--- src/rtl/usb_line_arbiter_pkg.sv ---
// Shared types and default timing constants for the USB full-speed line arbiter.
package usb_line_arbiter_pkg;

  localparam int DEF_CLKS_PER_BIT    = 5;
  localparam int DEF_IPG_BITS        = 2;
  localparam int DEF_TURNAROUND_BITS = 18;

  typedef enum logic [2:0] {
    ST_IDLE      = 3'd0,
    ST_RX        = 3'd1,
    ST_TX        = 3'd2,
    ST_GAP       = 3'd3,
    ST_WAIT_RESP = 3'd4
  } line_state_e;

endpackage

--- src/rtl/usb_line_arbiter_if.sv ---
// Handshake bundle between the line arbiter and the bit/packet engines.
interface usb_line_arbiter_if;

  logic rx_active;
  logic rx_eop;
  logic tx_req;
  logic tx_done;
  logic expect_resp;
  logic tx_gnt;
  logic oe;
  logic timeout;
  logic busy;

  modport master (
    output rx_active, rx_eop, tx_req, tx_done, expect_resp,
    input  tx_gnt, oe, timeout, busy
  );

  modport slave (
    input  rx_active, rx_eop, tx_req, tx_done, expect_resp,
    output tx_gnt, oe, timeout, busy
  );

endinterface

--- src/rtl/usb_line_arbiter_line_timer.sv ---
// Loadable down-counter that holds at zero; shared by the gap and response windows.
module line_timer #(
  parameter int WIDTH = 7
) (
  input  logic             clk,
  input  logic             rst_n,
  input  logic             load,
  input  logic [WIDTH-1:0] load_val,
  output logic [WIDTH-1:0] cnt,
  output logic             zero,
  output logic             last
);

  logic [WIDTH-1:0] cnt_q, cnt_d;

  always_comb begin
    cnt_d = cnt_q;
    if (load)
      cnt_d = load_val;
    else if (cnt_q != '0)
      cnt_d = cnt_q - WIDTH'(1);
  end

  always_ff @(posedge clk or negedge rst_n) begin
    if (!rst_n) cnt_q <= '0;
    else        cnt_q <= cnt_d;
  end

  assign cnt  = cnt_q;
  assign zero = (cnt_q == '0);
  // "last" lets a registered consumer act in the cycle the count reaches zero
  assign last = (cnt_q == WIDTH'(1));

endmodule

--- src/rtl/usb_line_arbiter.sv ---
// Half-duplex D+/D- line owner: RX/TX arbitration, inter-packet gap, response timeout.
// Optional build macro USB_LINE_STATS_EN adds a saturating timeout_cnt output.
module usb_line_arbiter
  import usb_line_arbiter_pkg::*;
#(
  parameter int CLKS_PER_BIT    = DEF_CLKS_PER_BIT,
  parameter int IPG_BITS        = DEF_IPG_BITS,
  parameter int TURNAROUND_BITS = DEF_TURNAROUND_BITS
) (
  input  logic               clk,
  input  logic               rst_n,
  usb_line_arbiter_if.slave  line
`ifdef USB_LINE_STATS_EN
  , output logic [7:0]       timeout_cnt
`endif
);

  localparam int TMR_W = $clog2(TURNAROUND_BITS * CLKS_PER_BIT);
  localparam logic [TMR_W-1:0] GAP_LOAD  = TMR_W'(IPG_BITS * CLKS_PER_BIT - 1);
  localparam logic [TMR_W-1:0] RESP_LOAD = TMR_W'(TURNAROUND_BITS * CLKS_PER_BIT - 1);

  line_state_e      state_q, state_d;
  logic             tx_gnt_q, tx_gnt_d;
  logic             oe_q, oe_d;
  logic             timeout_q, timeout_d;
  logic             tmr_load;
  logic [TMR_W-1:0] tmr_load_val;
  logic [TMR_W-1:0] tmr_cnt;
  logic             tmr_zero, tmr_last;

  line_timer #(.WIDTH(TMR_W)) u_timer (
    .clk      (clk),
    .rst_n    (rst_n),
    .load     (tmr_load),
    .load_val (tmr_load_val),
    .cnt      (tmr_cnt),
    .zero     (tmr_zero),
    .last     (tmr_last)
  );

  always_comb begin
    state_d      = state_q;
    timeout_d    = 1'b0;
    tmr_load     = 1'b0;
    tmr_load_val = GAP_LOAD;

    case (state_q)
      ST_IDLE: begin
        if (line.rx_active)   state_d = ST_RX;
        else if (line.tx_req) state_d = ST_TX;
      end
      ST_RX: begin
        if (line.rx_eop) state_d = ST_GAP;
      end
      ST_TX: begin
        if (line.tx_done)     state_d = line.expect_resp ? ST_WAIT_RESP : ST_GAP;
        else if (!line.tx_req) state_d = ST_GAP;
      end
      ST_GAP: begin
        // gap expiry takes the IDLE decision directly so a held tx_req is
        // granted right after the last gap cycle
        if (line.rx_active)   state_d = ST_RX;
        else if (tmr_zero)    state_d = line.tx_req ? ST_TX : ST_IDLE;
      end
      ST_WAIT_RESP: begin
        if (line.rx_active) begin
          state_d = ST_RX;
        end else if (tmr_last) begin
          state_d   = ST_IDLE;
          timeout_d = 1'b1;
        end
      end
      default: state_d = ST_IDLE;
    endcase

    if (state_d != state_q) begin
      if (state_d == ST_GAP) begin
        tmr_load     = 1'b1;
        tmr_load_val = GAP_LOAD;
      end else if (state_d == ST_WAIT_RESP) begin
        tmr_load     = 1'b1;
        tmr_load_val = RESP_LOAD;
      end
    end

    tx_gnt_d = (state_d == ST_TX);
    oe_d     = (state_d == ST_TX);
  end

  always_ff @(posedge clk or negedge rst_n) begin
    if (!rst_n) begin
      state_q   <= ST_IDLE;
      tx_gnt_q  <= 1'b0;
      oe_q      <= 1'b0;
      timeout_q <= 1'b0;
    end else begin
      state_q   <= state_d;
      tx_gnt_q  <= tx_gnt_d;
      oe_q      <= oe_d;
      timeout_q <= timeout_d;
    end
  end

  assign line.tx_gnt  = tx_gnt_q;
  assign line.oe      = oe_q;
  assign line.timeout = timeout_q;
  assign line.busy    = (state_q != ST_IDLE);

`ifdef USB_LINE_STATS_EN
  logic [7:0] tcnt_q, tcnt_d;

  always_comb begin
    tcnt_d = tcnt_q;
    if (timeout_d && (tcnt_q != 8'hFF)) tcnt_d = tcnt_q + 8'd1;
  end

  always_ff @(posedge clk or negedge rst_n) begin
    if (!rst_n) tcnt_q <= 8'd0;
    else        tcnt_q <= tcnt_d;
  end

  assign timeout_cnt = tcnt_q;
`endif

endmodule
--- src/flat_wrapper.sv ---
// flat-port wrapper written by rule: the top's interface ports become plain ports
module usb_line_arbiter_flat import usb_line_arbiter_pkg::*;
#(
  parameter int CLKS_PER_BIT    = DEF_CLKS_PER_BIT,
  parameter int IPG_BITS        = DEF_IPG_BITS,
  parameter int TURNAROUND_BITS = DEF_TURNAROUND_BITS
)
  (clk, rst_n, line_rx_active, line_rx_eop, line_tx_req, line_tx_done, line_expect_resp, line_tx_gnt, line_oe, line_timeout, line_busy);
  usb_line_arbiter_if line_i ();
  input  logic clk;
  input  logic rst_n;
  input wire logic [$bits(line_i.rx_active)-1:0] line_rx_active;
  input wire logic [$bits(line_i.rx_eop)-1:0] line_rx_eop;
  input wire logic [$bits(line_i.tx_req)-1:0] line_tx_req;
  input wire logic [$bits(line_i.tx_done)-1:0] line_tx_done;
  input wire logic [$bits(line_i.expect_resp)-1:0] line_expect_resp;
  output wire logic [$bits(line_i.tx_gnt)-1:0] line_tx_gnt;
  output wire logic [$bits(line_i.oe)-1:0] line_oe;
  output wire logic [$bits(line_i.timeout)-1:0] line_timeout;
  output wire logic [$bits(line_i.busy)-1:0] line_busy;
  assign line_i.rx_active = line_rx_active;
  assign line_i.rx_eop = line_rx_eop;
  assign line_i.tx_req = line_tx_req;
  assign line_i.tx_done = line_tx_done;
  assign line_i.expect_resp = line_expect_resp;
  assign line_tx_gnt = line_i.tx_gnt;
  assign line_oe = line_i.oe;
  assign line_timeout = line_i.timeout;
  assign line_busy = line_i.busy;
  usb_line_arbiter #(.CLKS_PER_BIT(CLKS_PER_BIT), .IPG_BITS(IPG_BITS), .TURNAROUND_BITS(TURNAROUND_BITS)) u_core (.clk(clk), .rst_n(rst_n), .line(line_i));
endmodule
--- config.mk ---
export PLATFORM = sky130hd
export DESIGN_NAME = usb_line_arbiter_flat
export DESIGN_NICKNAME = d
export VERILOG_FILES = /design/src/rtl/usb_line_arbiter_pkg.sv /design/src/rtl/usb_line_arbiter_if.sv /design/src/rtl/usb_line_arbiter_line_timer.sv /design/src/rtl/usb_line_arbiter.sv /design/src/flat_wrapper.sv
export SDC_FILE = /design/constraint.sdc
export NUM_CORES = 1
export LEC_CHECK = 0
export ABC_AREA = 1
export ABC_CLOCK_PERIOD_IN_PS = 2200
export BUFFER_PORTS_ARGS = -buffer_cell sky130_fd_sc_hd__buf_2
export CORE_MARGIN = 2
export CORE_UTILIZATION = 55
export CTS_CLUSTER_SIZE = 24
export DETAILED_ROUTE_END_ITERATION = 6
export GPL_TIMING_DRIVEN = 0
export PLACE_DENSITY = 0.76
export SETUP_SLACK_MARGIN = 0.5
export SKIP_LAST_GASP = 1
export SYNTH_ARGS = -nofsm -noshare
export SYNTH_HDL_FRONTEND = slang
export SYNTH_SLANG_ARGS = --single-unit
--- constraint.sdc ---
create_clock -name clk -period 2.2 [get_ports clk]
set_clock_uncertainty 0.05 [all_clocks]
set_input_delay 0.44 -clock clk [delete_from_list [all_inputs] [get_ports clk]]
set_output_delay 0.44 -clock clk [all_outputs]
set_load 0.05 [all_outputs]
==> flow_summary_export.csv <==
group,metric,value,unit
final_layout,num-fill-cells,96,
floorplanning,pin_count,11,
setup_path,slowest_stage,"dfrtp_2",
timing,finalCritPeriodShare,77.8,%
placed_design,post-place-ws,0.357,ns
timing,tns,0,ns
setup_path,arrival,1.83,ns
synthesis,async_reset_ff_share,100,%
synthesis,synth_cells,117,
route,ant_nets,0,
setup_path,crit_family,"simple AND/OR/NAND/NOR gates",
timing,slew_violations,0,
clock_network,cts.htree.levels,1,
grt,grt_use_total,22.6,%
setup_path,critical_path_buf_inv_count,1,
grt,grt_pass1_vias,787,
route,dr.first_iter.drc_count,36,
pwr,switchingPower,0.985,mW
setup_path,max_stage_delay,0.49,ns
final_layout,drive_gt1_share,50.3,%
synthesis,synthesis.area,843,um2
route,route.detailed.drc,0,
synthesis,yosysWarnings,0,
pwr,ir_drop,1020,uV
grt,grt_overflow,0,
final_layout,synthToLayoutAreaGrowth,41.8,%
hold_path,hp-class,"input port to register",
floorplanning,die_w,43.2,um
floorplanning,coreArea,1470,um2
floorplanning,die_y,43.2,um
setup_path,worstPathCellList,"inv_2 > nand2_2 > nor3_1 > nand2_2 > a21oi_4 > nand3_2 > o21ai_2 > nand2_1",
synthesis,synth_ff_type,"dfrtp_1",
floorplanning,start_util,57.3,%
hold_path,hp-start,"line_rx_active",
synthesis,synth_enable_flop_cells,0,
clock_network,clk_latency,0.27,ns
synthesis,synthTopCellsByArea,"dfrtp_1 (36%), nand2_1 (13%), nand3_1 (6.5%)",
final_layout,multi_input_area,601,um2
final_layout,diodes,0,
grt,antenna_found_initial,0,
pwr,p_leak,0.602,nW
setup_path,rr_worst_depth,8,
clock_network,cts_buffers,3,
floorplanning,dieArea,1860,um2
timing,worstMarginPinSlew,0.274,ns
hold_path,min_path_cells,2,
grt,grt_max_degree,13,
timing,setup_ws,0.489,ns
synthesis,synth_area_leader_cell,"dfrtp_1",
synthesis,synth_top_area_share,35.6,%
timing,hold_violations,0,
timing,setup_viol,0,
pwr,p_clk_share,9.5,%
clock_network,cts_num_sinks,12,
setup_path,r2r_slack,0.49,ns
timing,grt_setup_unrepaired,"true",
pwr,cellPowerDensity,1610,nW/um2
setup_path,critical_path.max_fanout,6,
pwr,switching_share,51.2,%
synthesis,mappedNetlistNets,127,
setup_path,endpoint_kind,"register",
synthesis,synth_common_cells,"nand2_1 (30), inv_1 (14), dfrtp_1 (12)",
setup_path,startpoint_type,"register",
timing,relSlewSlack,81.6,%
hold_path,min_to,"u_core.line.timeout",
synthesis,avgSynthCellArea,7.21,um2
clock_network,clockBufferDepth,2,
route,wirelength,2190,um
pwr,power_frac_comb,67.7,%
timing,clock.fmax,584,MHz
setup_path,reg2reg_from,"u_core.state_q[0]",
run,max-cap-violations,0,
setup_path,required,2.31,ns
timing,fin_crit,1.71,ns
pwr,p_int,0.938,mW
final_layout,seq_area,304,um2
route,firstDrtPassIters,4,
route,vias,857,
setup_path,criticalPathCategory,"register to register",
route,wire_per_inst,13.8,um
placed_design,gp_congestion,0.862,
placed_design,port_buffers,10,
synthesis,yosysSeqAreaShare,35.6,%
clock_network,clock-root-buffer,"clkbuf_4",
final_layout,final_area,1200,um2
clock_network,clk_pin_slew,0.08,ns
placed_design,dp_hpwl,1370,um
synthesis,synth.distinct_cells,23,
final_layout,nets,154,
grt,grt_pass1_wl,3150,um
setup_path,path_common_cell,"nand2_2",
status,status,"completed",
clock_network,cts_tree,"built",
route,routed_via_density,5.39,
synthesis,synth.most_common_cell,"nand2_1",
floorplanning,std_cell_rows,14,
pwr,seqPwrFrac,22.8,%
synthesis,synth-seq-cells,12,
setup_path,timing.rr.end,"u_core.u_timer.cnt[3]",
placed_design,place_area,913,um2
[power groups by stage]
| stage | combinational (mW) | clock (mW) | sequential (mW) |
|---|---|---|---|
| after floorplan | 0.708 | 0 | 0.410 |
| after global placement | 0.848 | 0 | 0.407 |
| after detailed placement | 0.880 | 0 | 0.414 |
| after CTS | 0.956 | 0.187 | 0.412 |
| after global routing | 1.42 | 0.191 | 0.450 |
| final | 1.30 | 0.182 | 0.439 |
[flip-flops by register name (all words and copies together) (netlist names)]
register,flops
u_core.line.oe,1
u_core.u_timer.cnt,7
u_core.state_q,3
u_core.line.timeout,1
[worst max-delay path by stage]
stage | from | to | slack (ns) | depth (start not counted)
global placement | u_core.u_timer.cnt[0] | u_core.u_timer.cnt[5] | 0.44 | 13
floorplan | u_core.u_timer.cnt[0] | u_core.u_timer.cnt[1] | 0.62 | 13
CTS | u_core.u_timer.cnt[0] | u_core.u_timer.cnt[5] | 0.50 | 13
detailed placement | u_core.u_timer.cnt[0] | u_core.u_timer.cnt[5] | 0.36 | 13
finish | u_core.state_q[0] | u_core.u_timer.cnt[3] | 0.49 | 8
global route | u_core.state_q[0] | u_core.u_timer.cnt[3] | 0.44 | 8
[cells in the final DEF (no fill, tap or decap), types with 4 or more instances in the layout]
cell type,instances
a21oi_1,4
buf_2,10
buf_4,10
dfrtp_1,9
inv_1,11
inv_2,8
nand2_1,22
nand2_2,11
nand3_1,8
nand3_2,4
nor2_1,4
nor2_4,6
[per-layer routing]
metal	global-route usage, %	vias up	wire [um]
met3	3.83	6	102
met2	37.3	22	1120
met1	29.0	409	915
met4	9.09	0	49
li1	-	420	-
met5	0	-	0
[cell families (layout without fill, tap and decap cells)]
kind of cell / Yosys count / in the layout / synth area share, %
simple gates: 64 / 64 / 36.4
compound gates: 14 / 14 / 10.7
buf+inv: 21 / 47 / 9.79
flops: 12 / 12 / 35.6
fa+ha+maj: 3 / 3 / 4.45
xor+xnor: 3 / 3 / 3.12
[repair_timing]
action,in CTS,in global routing
hold buffers,1,0
gates cloned,0,0
buffers inserted,2,9
gates resized for setup,8,34
setup endpoints to repair,7,8
hold endpoints to repair,12,0
pin swaps,8,20
[metrics by stage]
stage               total power [mW]  cells  hold WS, ns  utilization [%]
finish                          1.92    159        0.332             81.3
CTS                             1.55    150        0.320             67.6
floorplan                       1.12    117       0.0944                -
global route                    2.06    159        0.334             81.3
detailed placement              1.29    143        0.288             62.1
global placement                1.26    143        0.275             62.1
[area by class of cell]
| class | instances | area share, % |
|---|---|---|
| Multi-Input combinational cell | 84 | 50.2 |
| Sequential cell | 12 | 25.4 |
| Timing Repair Buffer | 22 | 12.6 |
| Inverter | 20 | 6.49 |
| Clock buffer | 4 | 3.03 |
| Tap cell | 16 | 1.67 |
| Buffer | 1 | 0.628 |
(Power assumes the default switching activity.)
